File: src/rtl/si5338_i2c_pkg.sv
// ============================================================================
// Module      : si5338_i2c_pkg
// Description : Shared FSM states and I2C bit constants for the SI5338 master.
// Revision    : 1.0
// ============================================================================
`default_nettype none

package si5338_i2c_pkg;

    typedef enum logic [3:0] {
        ST_IDLE    = 4'd0,
        ST_START   = 4'd1,
        ST_TX_BYTE = 4'd2,
        ST_RX_ACK  = 4'd3,
        ST_RSTART  = 4'd4,
        ST_RX_BYTE = 4'd5,
        ST_TX_NACK = 4'd6,
        ST_STOP    = 4'd7,
        ST_DONE    = 4'd8
    } i2c_state_e;

    localparam logic ACK  = 1'b0;
    localparam logic NACK = 1'b1;

    localparam logic I2C_WR = 1'b0;
    localparam logic I2C_RD = 1'b1;

    localparam logic [6:0] DEV_ADDR_DEFAULT = 7'h70;

endpackage

`default_nettype wire

File: src/rtl/si5338_i2c_master_quarter_tick.sv
// ============================================================================
// Module      : i2c_quarter_tick
// Description : One-cycle tick every QTR clocks; clr restarts the count at 0.
// Revision    : 1.0
// ============================================================================
`default_nettype none

module i2c_quarter_tick #(
    parameter int QTR = 62
) (
    input  logic clk,
    input  logic rst_n,
    input  logic clr,
    output logic tick
);

    localparam int CW = (QTR < 2) ? 1 : $clog2(QTR);
    localparam logic [CW-1:0] C_LAST = CW'(QTR - 1);

    logic [CW-1:0] cnt_q;
    logic [CW-1:0] cnt_d;

    always_comb begin
        cnt_d = cnt_q + 1'b1;
        if (clr || (cnt_q == C_LAST)) begin
            cnt_d = '0;
        end
    end

    always_ff @(posedge clk or negedge rst_n) begin
        if (!rst_n) begin
            cnt_q <= '0;
        end else begin
            cnt_q <= cnt_d;
        end
    end

    assign tick = (cnt_q == C_LAST) && !clr;

endmodule

`default_nettype wire

File: src/rtl/si5338_i2c_master.sv
// ============================================================================
// Module      : si5338_i2c_master
// Description : Byte-oriented I2C master executing SI5338 register reads/writes.
// Revision    : 1.0
// ============================================================================
`default_nettype none

module si5338_i2c_master
    import si5338_i2c_pkg::*;
#(
    parameter int         CLK_FREQ_HZ = 100_000_000,
    parameter int         SCL_FREQ_HZ = 400_000,
    parameter logic [6:0] DEV_ADDR    = DEV_ADDR_DEFAULT
) (
    input  logic        Clk,
    input  logic        Rstn,
    input  logic [15:0] Data_i16b,
    input  logic        Rw_i,
    input  logic        Val_i,
    output logic        Rdy_o,
    output logic [7:0]  Data_o8b,
    output logic        Nack_o,
    output logic        Scl_oe_o,
    output logic        Sda_oe_o,
    input  logic        Sda_i
);

    localparam int QTR = CLK_FREQ_HZ / (4 * SCL_FREQ_HZ);

    generate
        if (QTR < 2) begin : g_qtr_check
            $error("si5338_i2c_master: CLK_FREQ_HZ/(4*SCL_FREQ_HZ) must be at least 2");
        end
    endgenerate

    i2c_state_e state_q;
    logic [1:0] qtr_q;
    logic [2:0] bit_q;
    logic [1:0] byte_q;
    logic [7:0] shift_q;
    logic [7:0] rx_q;
    logic [7:0] reg_q;
    logic [7:0] wdata_q;
    logic [7:0] data_q;
    logic       rw_q;
    logic       ack_q;
    logic       rdy_q;
    logic       nack_q;
    logic       scl_oe_q;
    logic       sda_oe_q;
    logic       sda_s1_q;
    logic       sda_s2_q;
    logic       tick;
    logic [7:0] load_byte;

    i2c_quarter_tick #(
        .QTR (QTR)
    ) u_tick (
        .clk   (Clk),
        .rst_n (Rstn),
        .clr   (state_q == ST_IDLE),
        .tick  (tick)
    );

    always_ff @(posedge Clk or negedge Rstn) begin
        if (!Rstn) begin
            sda_s1_q <= 1'b1;
            sda_s2_q <= 1'b1;
        end else begin
            sda_s1_q <= Sda_i;
            sda_s2_q <= sda_s1_q;
        end
    end

    // Next byte to shift out whenever the FSM enters TX_BYTE.
    always_comb begin
        load_byte = wdata_q;
        if (state_q == ST_START) begin
            load_byte = {DEV_ADDR, I2C_WR};
        end else if (state_q == ST_RSTART) begin
            load_byte = {DEV_ADDR, I2C_RD};
        end else if (byte_q == 2'd0) begin
            load_byte = reg_q;
        end
    end

    always_ff @(posedge Clk or negedge Rstn) begin
        if (!Rstn) begin
            state_q  <= ST_IDLE;
            qtr_q    <= 2'd0;
            bit_q    <= 3'd0;
            byte_q   <= 2'd0;
            shift_q  <= 8'h00;
            rx_q     <= 8'h00;
            reg_q    <= 8'h00;
            wdata_q  <= 8'h00;
            data_q   <= 8'h00;
            rw_q     <= I2C_WR;
            ack_q    <= ACK;
            rdy_q    <= 1'b1;
            nack_q   <= 1'b0;
            scl_oe_q <= 1'b0;
            sda_oe_q <= 1'b0;
        end else if (state_q == ST_IDLE) begin
            if (Val_i && rdy_q) begin
                state_q  <= ST_START;
                qtr_q    <= 2'd0;
                byte_q   <= 2'd0;
                reg_q    <= Data_i16b[15:8];
                wdata_q  <= Data_i16b[7:0];
                rw_q     <= Rw_i;
                rdy_q    <= 1'b0;
                nack_q   <= 1'b0;
                sda_oe_q <= 1'b1;
            end
        end else if (tick) begin
            qtr_q <= qtr_q + 2'd1;
            case (state_q)
                ST_START: begin
                    if (qtr_q == 2'd0) begin
                        scl_oe_q <= 1'b1;
                    end else begin
                        state_q  <= ST_TX_BYTE;
                        qtr_q    <= 2'd0;
                        bit_q    <= 3'd0;
                        shift_q  <= load_byte;
                        sda_oe_q <= ~load_byte[7];
                    end
                end
                ST_RSTART: begin
                    case (qtr_q)
                        2'd0: scl_oe_q <= 1'b0;
                        2'd1: sda_oe_q <= 1'b1;
                        2'd2: scl_oe_q <= 1'b1;
                        default: begin
                            state_q  <= ST_TX_BYTE;
                            bit_q    <= 3'd0;
                            byte_q   <= 2'd2;
                            shift_q  <= load_byte;
                            sda_oe_q <= ~load_byte[7];
                        end
                    endcase
                end
                ST_TX_BYTE, ST_RX_ACK, ST_RX_BYTE, ST_TX_NACK: begin
                    case (qtr_q)
                        2'd0: scl_oe_q <= 1'b0;
                        2'd1: ;
                        2'd2: begin
                            scl_oe_q <= 1'b1;
                            if (state_q == ST_RX_ACK) begin
                                ack_q <= sda_s2_q;
                            end
                            if (state_q == ST_RX_BYTE) begin
                                rx_q <= {rx_q[6:0], sda_s2_q};
                            end
                        end
                        default: begin
                            if (state_q == ST_TX_BYTE) begin
                                if (bit_q == 3'd7) begin
                                    state_q  <= ST_RX_ACK;
                                    sda_oe_q <= 1'b0;
                                end else begin
                                    bit_q    <= bit_q + 3'd1;
                                    shift_q  <= {shift_q[6:0], 1'b0};
                                    sda_oe_q <= ~shift_q[6];
                                end
                            end else if (state_q == ST_RX_BYTE) begin
                                bit_q <= bit_q + 3'd1;
                                if (bit_q == 3'd7) begin
                                    state_q  <= ST_TX_NACK;
                                    sda_oe_q <= 1'b0;
                                end
                            end else if (state_q == ST_TX_NACK) begin
                                state_q  <= ST_STOP;
                                sda_oe_q <= 1'b1;
                            end else if (ack_q == NACK) begin
                                nack_q   <= 1'b1;
                                state_q  <= ST_STOP;
                                sda_oe_q <= 1'b1;
                            end else if (byte_q == 2'd0 || (byte_q == 2'd1 && rw_q == I2C_WR)) begin
                                state_q  <= ST_TX_BYTE;
                                bit_q    <= 3'd0;
                                byte_q   <= byte_q + 2'd1;
                                shift_q  <= load_byte;
                                sda_oe_q <= ~load_byte[7];
                            end else if (byte_q == 2'd1) begin
                                state_q  <= ST_RSTART;
                                sda_oe_q <= 1'b0;
                            end else if (rw_q == I2C_RD) begin
                                state_q  <= ST_RX_BYTE;
                                bit_q    <= 3'd0;
                                sda_oe_q <= 1'b0;
                            end else begin
                                state_q  <= ST_STOP;
                                sda_oe_q <= 1'b1;
                            end
                        end
                    endcase
                end
                ST_STOP: begin
                    if (qtr_q == 2'd0) begin
                        scl_oe_q <= 1'b0;
                    end else begin
                        sda_oe_q <= 1'b0;
                        state_q  <= ST_DONE;
                        qtr_q    <= 2'd0;
                    end
                end
                ST_DONE: begin
                    // A full bit of bus-free time before the next START is allowed.
                    if (qtr_q == 2'd3) begin
                        state_q <= ST_IDLE;
                        rdy_q   <= 1'b1;
                        if (rw_q == I2C_RD && !nack_q) begin
                            data_q <= rx_q;
                        end
                    end
                end
                default: begin
                    state_q  <= ST_IDLE;
                    scl_oe_q <= 1'b0;
                    sda_oe_q <= 1'b0;
                    rdy_q    <= 1'b1;
                end
            endcase
        end
    end

    assign Rdy_o    = rdy_q;
    assign Data_o8b = data_q;
    assign Nack_o   = nack_q;
    assign Scl_oe_o = scl_oe_q;
    assign Sda_oe_o = sda_oe_q;

endmodule

`default_nettype wire

File: config.mk
export PLATFORM = sky130hd
export DESIGN_NAME = si5338_i2c_master
export DESIGN_NICKNAME = d
export VERILOG_FILES = /design/src/rtl/si5338_i2c_pkg.sv /design/src/rtl/si5338_i2c_master_quarter_tick.sv /design/src/rtl/si5338_i2c_master.sv
export SDC_FILE = /design/constraint.sdc
export NUM_CORES = 1
export LEC_CHECK = 0
export CAP_MARGIN = 5
export CORE_ASPECT_RATIO = 0.6
export CORE_MARGIN = 8
export CORE_UTILIZATION = 40
export DETAILED_ROUTE_END_ITERATION = 16
export PLACE_DENSITY = 0.63
export SLEW_MARGIN = 10
export SYNTH_ARGS = -nofsm -noshare
export SYNTH_HDL_FRONTEND = slang
export SYNTH_SLANG_ARGS = --single-unit
export TNS_END_PERCENT = 10
File: constraint.sdc
create_clock -name Clk -period 2.1 [get_ports Clk]
set_input_delay 0.315 -clock Clk [delete_from_list [all_inputs] [get_ports Clk]]
set_output_delay 0.315 -clock Clk [all_outputs]
set_load 0.01 [all_outputs]
==> results.yml, run 1 <==
routing:
  antenna_left: 0
  viasPerCell: 5.24
  drc_errors: 0
  dr.pass1.iters: 4
  wl_mm: 7.87
  vias: 2552
  wl_per_cell_um: 16.2
  drtIter0Drc: 210
global_routing:
  overflow: 0
  track_usage_pct: 13.9
  met2_usage_pct: 17.9
  antenna_found_initial: 0
  grtUsageMet1_pct: 20.5
  grt_max_degree: 27
  grt_pass1_wl_mm: 12.7
  top_usage_layer: "met1"
  met3_usage_pct: 4.49
  grt_pass1_vias: 2472
yosys:
  postSynthAreaPerCell_sq_um: 11.1
  netlist_top_cells_area: "dfrtp_1, mux2_2, ha_1"
  synth_warnings: 0
  synthTopCellsByCount: "dfrtp_1, mux2_2, nor2_1"
  synth_seq_cells: 64
  synth_top_area_cell: "dfrtp_1"
  synth_cell_types: 58
  synth.most_common_cell: "dfrtp_1"
  syn-num-nets: 338
  yosys.area.top_type_share_pct: 45.1
  synthCells: 306
  async_flop_share_pct: 100
  syn_area_sq_um: 3390
  synth.yosys.seq_area_share_pct: 47.4
  synth_ff_type: "dfrtp_1"
  synth_edf_count: 0
worst_setup_path:
  critPathMostFrequentCell: "ha_1"
  r2r_cells: 7
  crit_slowest_cell: "dfrtp_1"
  regToRegSetupSlack_ns: 0.03
  path_class: "flop to flop"
  rr_startpoint: "bit_q[0]"
  path_buf_inv: 0
  crit_chain: "ha_1, ha_1, and3b_1, o21ai_1, nand4_1, a21oi_4, mux2_2"
  cp_data_required_time_ns: 2.32
  rr_endpoint: "shift_q[1]"
  path_delay_family: "adder cells"
  cp_data_arrival_time_ns: 2.29
  cp_max_fo: 5
  cpPeakStageDelay_ns: 0.38
  start_kind: "flop"
  endpoint_kind: "flop"
layout:
  diodes: 0
  drive_gt1_share_pct: 30.1
  final_cells: 487
  syn2layout_area_growth_pct: 31.2
  fin_nets: 402
  final_cell_area_sq_um: 4440
  fillCellCount: 731
timing:
  fin_skew_ns: 0.00421
  setup_violations: 0
  worst_pin_slew_ns: 0.365
  clock.fmax_mhz: 484
  hold_ws_ns: 0.361
  min_period_ns: 2.07
  maxSlewHeadroom_pct: 75.4
  slew_violations: 0
  finalHoldViolCount: 0
  fin_crit_sh_pct: 98.4
  setup_tns_ns: 0
  rsz0062_at_grt: "true"
clock_network:
  clkSinkCount: 64
  cts-root-buf: "clkbuf_16"
  cts_buffer_depth: 2
  cts_tree: "built"
  clkTransAtPathRegs_ns: 0.05
  htreeDepth: 3
  cts-buffers-inserted: 9
  worstSkewPairLatency_ns: 0.34
power:
  switchingPower_w: 0.000562
  clockPowerShare_pct: 50.9
  peakVddDrop_uv: 527
  p_int_w: 0.00210
  power.share.combinational_pct: 2.6
  power_w: 0.00266
  p_seq_share_pct: 46.5
  switching_share_pct: 21.1
  p_leak_nw: 1.99
  power_density_nw_per_um2: 599
placed_design:
  gp_congestion: 0.842
  dp.cells: 464
  portBuffers: 32
  placed_area_sq_um: 4020
  dp_hpwl_mm: 5.72
min_path:
  whs_path_depth: 0
  hold_path.startpoint: "sda_s1_q"
  min_to: "sda_s2_q"
  hold_path_class: "flop to flop"
die:
  die_h_um: 87.3
  die_area_sq_um: 11800
  fp.dieW_um: 135
  rows: 26
  io_pins: 33
  coreArea_sq_um: 8360
  start_util_pct: 40.5
run_status:
  status: "finished clean"
flow_run:
  max_cap_violations: 0
worst max-delay path by stage:
stage                     depth (start not counted)       start          to  slack [ns]
after global routing                              9  state_q[2]    Sda_oe_o       -0.03
after CTS                                         7    bit_q[0]  shift_q[3]        0.01
final                                             7    bit_q[0]  shift_q[1]        0.03
after detailed placement                          7    bit_q[0]  shift_q[2]        0.03
after floorplan                                   7    bit_q[0]  shift_q[1]        0.12
after global placement                            7    bit_q[0]  shift_q[2]        0.06
area by class of cell:
cell class	count	area (sq um)	share of cell area [%]
clock buffer	11	243	5.46
clock inverter	5	32.5	0.732
inverter	16	60.1	1.35
multi-input combinational	213	1700	38.3
sequential	64	1610	36.1
tap	112	140	3.15
timing repair buffer	66	661	14.9
registers in the layout (all words and copies together) (netlist names), 2 cells and up:
| register | count |
|---|---|
| shift_q | 7 |
| bit_q | 3 |
| u_tick.cnt_q | 6 |
| rx_q | 8 |
| byte_q | 2 |
| state_q | 4 |
| Data_o8b | 8 |
| wdata_q | 8 |
| reg_q | 8 |
| qtr_q | 2 |
stage by stage:
step | worst slack (ns) | utilization (%)
after floorplan | 0.118 | -
after global placement | 0.0555 | 48.1
after detailed placement | 0.0327 | 48.1
after CTS | 0.0144 | 51.6
after global routing | -0.0255 | 53.2
final | 0.0334 | 53.2
cell usage in the layout, fill, tap and decap left out, types with 3 or more instances in the layout:
cell and count:
mux2_2 37, ha_1 11, clkdlybuf4s50_1 31, mux2_4 3, mux2i_1 11, nand2b_1 7, xnor2_1 3, a21oi_1 11
xor2_1 3, o21ai_0 14, clkinvlp_4 3, buf_4 25, a21o_1 3, dfstp_2 3, clkbuf_16 10, buf_12 5
dfrtp_1 60, nand2_1 19, nand3_1 4, o22ai_1 4, or2_2 3, nand4_1 3, a31oi_1 4, inv_1 16
nor3_1 6, a211oi_1 3, and2_1 3, nor2b_1 3, o21ai_1 3, nor2_1 21
timing repair:
action	in CTS	in global routing
resized for setup	0	14
setup endpoints to repair	3	11
hold buffers	1	0
pin swaps	1	5
setup buffers	1	4
endpoints found under the hold margin	9	0
cloned	0	1
power by group through the flow:
stage | combinational (W) | sequential [W] | clock (W)
2_1_floorplan | 0.000000312 | 0.00126 | 0
3_3_place_gp | 0.0000680 | 0.00126 | 0
3_5_place_dp | 0.0000691 | 0.00126 | 0
4_1_cts | 0.0000712 | 0.00124 | 0.00139
5_1_grt | 0.0000774 | 0.00124 | 0.00144
6_report | 0.0000686 | 0.00124 | 0.00136
per-layer routing:
metal	part of all wire (%)	vias to the layer above
met5	0	-
met1	53	1266
met3	5.6	11
li1	-	1217
met4	1.7	0
met2	40	58
logic make-up after synthesis:
family	synth area share (%)
xor+xnor	1.55
flops	47.4
fa+ha+maj	4.06
simple gates	14.1
compound gates	11.6
buf+inv	3.95
mux	17.3
worst reg2reg max path: cells and delay by family (launching register included):
kind,cells,cell delay (ns)
flip-flops,1,0.38
multiplexers,1,0.36
adder cells (fa/ha/maj),2,0.41
AO/OA/AOI/OAI,2,0.41
AND/OR/NAND/NOR,2,0.39
Power figures use the tool's default switching activity.
==> run 2, diff against run 1 <==
RECOVER_POWER = 50   (was unset)
==> run 2 against run 1 <==
Against the previous run:
- power shrank 0.37%
- global-route usage is the same
- worst hold slack is essentially flat
- die area is the same
- clock power is essentially flat
- critical path type unchanged
- critical endpoint unchanged
- largest power group unchanged
==> results.yml, run 2 (synthesis results as in run 1) <==
clock_network:
  htreeDepth: 3
  cts-root-buf: "clkbuf_16"
  worstSkewPairLatency_ns: 0.33
  cts_tree: "built"
  clkTransAtPathRegs_ns: 0.05
  cts-buffers-inserted: 9
  clkSinkCount: 64
  cts_buffer_depth: 2
worst_setup_path:
  regToRegSetupSlack_ns: 0.04
  endpoint_kind: "flop"
  rr_startpoint: "bit_q[0]"
  cp_data_required_time_ns: 2.32
  path_class: "flop to flop"
  cp_data_arrival_time_ns: 2.28
  r2r_cells: 7
  rr_endpoint: "shift_q[1]"
  cp_max_fo: 5
  start_kind: "flop"
layout:
  post-route-util_pct: 52.9
  syn2layout_area_growth_pct: 30.6
  drive_gt1_share_pct: 29.6
  final_cell_area_sq_um: 4420
  layout_commonest_cell: "dfrtp_1"
  layout_common_cells: "dfrtp_1, mux2_2, clkdlybuf4s50_1"
  fin_nets: 402
  diodes: 0
  fillCellCount: 734
routing:
  drtIter0Drc: 185
  vias: 2539
  dr.pass1.iters: 5
  drc_errors: 0
  antenna_left: 0
  wl_per_cell_um: 16.1
  wl_mm: 7.82
  viasPerCell: 5.21
timing:
  fin_crit_sh_pct: 98.2
  worst_pin_slew_ns: 0.674
  clock.fmax_mhz: 485
  finalHoldViolCount: 0
  rsz0062_at_grt: "true"
  fin_skew_ns: 0.00437
  min_period_ns: 2.06
  maxSlewHeadroom_pct: 55.1
  slew_violations: 0
  setup_violations: 0
die:
  fp.dieW_um: 135
  die_h_um: 87.3
  start_util_pct: 40.5
  rows: 26
  coreArea_sq_um: 8360
  io_pins: 33
  die_area_sq_um: 11800
min_path:
  hold_path.startpoint: "sda_s1_q"
  whs_path_depth: 0
  min_to: "sda_s2_q"
  hold_path_class: "flop to flop"
power:
  power_w: 0.00265
  peakVddDrop_uv: 523
  p_leak_nw: 1.98
  power_density_nw_per_um2: 600
global_routing:
  met3_usage_pct: 4.49
  met2_usage_pct: 17.9
  grt_pass1_wl_mm: 12.7
  antenna_found_initial: 0
  track_usage_pct: 13.9
  overflow: 0
  top_usage_layer: "met1"
  grt_max_degree: 27
  grtUsageMet1_pct: 20.5
  grt_pass1_vias: 2472
placed_design:
  placed_area_sq_um: 4020
  gp_congestion: 0.842
  portBuffers: 32
  dp_hpwl_mm: 5.72
flow_run:
  max_cap_violations: 0
run_status:
  status: "finished clean"
run 2: cell count changes in the layout (fill, tap and decap cells not counted), sizes merged:
cell	before	now
buf	33	29
clkbuf	12	16
clkdlybuf4s50	31	30
dlygate4sd3	1	2
run 2: how the worst max path moves through the flow:
stage,from,depth (start not counted),slack [ns],endpoint
final,bit_q[0],7,0.04,shift_q[1]
after global routing,state_q[2],9,-0.03,Sda_oe_o
after CTS,bit_q[0],7,0.01,shift_q[3]
after detailed placement,bit_q[0],7,0.03,shift_q[2]
after global placement,bit_q[0],7,0.06,shift_q[2]
after floorplan,bit_q[0],7,0.12,shift_q[1]
run 2: through the flow:
stage	hold slack, ns	setup slack, ns	std cells	setup TNS (ns)
after global routing	0.370	-0.0255	487	-0.127
after global placement	0.219	0.0555	464	0
after CTS	0.362	0.0144	482	0
after detailed placement	0.224	0.0327	464	0
final	0.361	0.0386	487	0
after floorplan	0.0194	0.118	306	0
run 2: power breakdown:
part	internal, W	total [W]	switching, W	leakage (nW)
combinational	0.0000335	0.0000626	0.0000291	1.02
clock	0.000825	0.00135	0.000528	0.128
sequential	0.00124	0.00124	0.000000847	0.837
total	0.00210	0.00265	0.000558	1.98
run 2: timing repair:
| action | 4_1_cts | 5_1_grt |
|---|---|---|
| gates cloned | 0 | 1 |
| endpoints found under the hold margin | 9 | 0 |
| buffers inserted | 1 | 4 |
| hold buffers | 1 | 0 |
| pin swaps | 1 | 5 |
| setup endpoints to repair | 3 | 11 |
| gates resized for setup | 0 | 14 |
run 2: worst max-delay path: stages (launching register included):
cell and delay, ns:
dfrtp_1 0.38, ha_1 0.20, ha_1 0.21, and3b_1 0.17, o21ai_1 0.12, nand4_1 0.22, a21oi_4 0.29, mux2_2 0.36
run 2: area by class of cell:
type                       instances  area [sq um]  share of cell area, %
clock buffer                      11           243                   5.49
timing repair buffer              66           638                   14.4
multi-input combinational        213          1700                   38.5
inverter                          16          60.1                   1.36
tap                              112           140                   3.17
sequential                        64          1610                   36.3
clock inverter                     5          32.5                  0.736
run 2: routing by layer:
layer	part of all wire (%)	up-vias
met5	0	-
met4	1.1	0
met3	6.6	7
met2	41	71
met1	52	1243
li1	-	1218
==> run 3, diff against run 2 <==
CORE_ASPECT_RATIO = unset   (was 0.6)
TNS_END_PERCENT = unset   (was 10)
==> run 3 against run 2 <==
Against the previous run:
- count of clock-buffer cells in the layout is 2 lower
- via count is 4.1% lower
- utilization down 1.1 points
- global-route usage shrank 0.74 points
- sequential share of layout area rose by 1.4 points
- flip-flop and latch count stayed put
- clock power is 20% lower
- cell area fell by 3.8%
- register-to-register slack improved by 0.03 ns
- power down 10%
- sequential power about the same
- non-clock buffer count down 1
==> results.yml, run 3 (synthesis results as in run 1) <==
run_status:
  status: "finished clean"
worst_setup_path:
  path_delay_family: "compound AO/OA/AOI/OAI gates"
  startpoint: "bit_q[0]"
  critPathMostFrequentCell: "ha_1"
  crit_slowest_cell: "dfrtp_1"
  start_kind: "flop"
  r2r_cells: 7
  cp_data_arrival_time_ns: 2.26
  cp-endpoint: "shift_q[2]"
  crit_cells: 7
  rr_endpoint: "shift_q[2]"
  endpoint_kind: "flop"
  rr_startpoint: "bit_q[0]"
  regToRegSetupSlack_ns: 0.07
  crit_chain: "ha_1, ha_1, and3b_1, o21ai_0, nand4_1, a21oi_4, mux2_2"
  path_buf_inv: 0
  cpPeakStageDelay_ns: 0.38
  cp_max_fo: 6
  path_class: "flop to flop"
  cp_data_required_time_ns: 2.33
clock_network:
  worstSkewPairLatency_ns: 0.35
  cts_tree: "built"
  cts-root-buf: "clkbuf_8"
  htreeDepth: 3
  cts-buffers-inserted: 9
  clkTransAtPathRegs_ns: 0.08
  clkSinkCount: 64
  cts_buffer_depth: 2
min_path:
  whs_path_depth: 0
  hold_path_class: "flop to flop"
  hold_path.startpoint: "sda_s1_q"
routing:
  drc_errors: 0
  wl_per_cell_um: 14.6
  drtIter0Drc: 116
  dr.pass1.iters: 4
  antenna_left: 0
  vias: 2435
  wl_mm: 7.01
  viasPerCell: 5.08
layout:
  drive_gt1_share_pct: 28.9
  diodes: 0
  fillCellCount: 723
  layout_common_cells: "dfrtp_1, mux2_2, clkdlybuf4s50_1"
  layout_commonest_cell: "dfrtp_1"
  fin_nets: 401
  syn2layout_area_growth_pct: 25.6
  final_cells: 479
timing:
  clock.fmax_mhz: 493
  rsz0062_at_grt: "true"
  setup_violations: 0
  finalHoldViolCount: 0
  slew_violations: 0
  min_period_ns: 2.03
  setup_tns_ns: 0
  worst_pin_slew_ns: 0.887
  maxSlewHeadroom_pct: 40.8
  fin_crit_sh_pct: 96.5
  fin_skew_ns: 0.0102
placed_design:
  gp_congestion: 0.822
  portBuffers: 32
  dp.cells: 460
  dp_hpwl_mm: 5.16
power:
  switchingPower_w: 0.000552
  power_density_nw_per_um2: 559
  switching_share_pct: 23.2
  power.share.combinational_pct: 2.6
  peakVddDrop_uv: 383
  p_leak_nw: 1.94
  clockPowerShare_pct: 45.5
  p_seq_share_pct: 51.9
  p_int_w: 0.00183
global_routing:
  grt_pass1_vias: 2541
  grt_pass1_wl_mm: 12.3
  grt_max_degree: 37
  overflow: 0
  antenna_found_initial: 0
  track_usage_pct: 13.2
die:
  fp.dieW_um: 108
  die_h_um: 108
  start_util_pct: 41.2
  coreArea_sq_um: 8220
  io_pins: 33
  rows: 33
  die_area_sq_um: 11700
flow_run:
  max_cap_violations: 0
[run 3: timing repair]
item	CTS	global route
endpoints found under the hold margin	10	0
setup endpoints to repair	3	7
gates resized for setup	0	2
hold buffers	1	0
buffers inserted	2	0
pin swaps	0	1
[run 3: how the worst min path moves through the flow]
stage / endpoint
2_1_floorplan: Data_o8b[0]
3_3_place_gp: Data_o8b[3]
3_5_place_dp: Data_o8b[3]
4_1_cts: sda_s2_q
5_1_grt: sda_s2_q
6_report: sda_s2_q
[run 3: power by group through the flow]
stage / clock (W) / combinational, W / sequential (W)
floorplan: 0 / 0.000000312 / 0.00126
global placement: 0 / 0.0000664 / 0.00126
detailed placement: 0 / 0.0000670 / 0.00126
CTS: 0.00111 / 0.0000692 / 0.00124
global route: 0.00117 / 0.0000699 / 0.00124
finish: 0.00108 / 0.0000613 / 0.00124
[run 3: through the flow]
step | area (sq um) | worst slack, ns | hold slack [ns] | util [%] | total power [W]
final | 4260 | 0.0731 | 0.357 | 51.8 | 0.00238
after CTS | 4260 | 0.0208 | 0.351 | 51.9 | 0.00242
after global placement | 4040 | 0.0514 | 0.216 | 49.1 | 0.00133
after floorplan | 3390 | 0.118 | 0.0194 | - | 0.00126
after detailed placement | 4040 | -0.00126 | 0.217 | 49.1 | 0.00133
after global routing | 4260 | -0.0185 | 0.357 | 51.8 | 0.00248
[run 3: worst register-to-register path, delay by kind of cell (launching register included)]
| family | cells | cell delay (ns) |
|---|---|---|
| AO/OA/AOI/OAI | 2 | 0.40 |
| adder cells (fa/ha/maj) | 2 | 0.39 |
| flip-flops | 1 | 0.38 |
| AND/OR/NAND/NOR | 2 | 0.38 |
| multiplexers | 1 | 0.36 |
[run 3: layer usage]
layer | track usage, % | vias to the layer above | part of all wire [%]
li1 | - | 1212 | -
met1 | 17.9 | 1172 | 49
met2 | 19.3 | 43 | 45
met3 | 3.99 | 8 | 4.4
met4 | 5.05 | 0 | 1.5
met5 | 0 | - | 0
[run 3: area by class of cell]
| cell class | count | area, sq um | share of cell area (%) |
|---|---|---|---|
| Sequential cell | 64 | 1610 | 37.7 |
| Multi-Input combinational cell | 213 | 1660 | 39.0 |
| Clock inverter | 7 | 77.6 | 1.82 |
| Timing Repair Buffer | 65 | 597 | 14.0 |
| Clock buffer | 9 | 124 | 2.91 |
| Tap cell | 105 | 131 | 3.09 |
| Inverter | 16 | 60.1 | 1.41 |
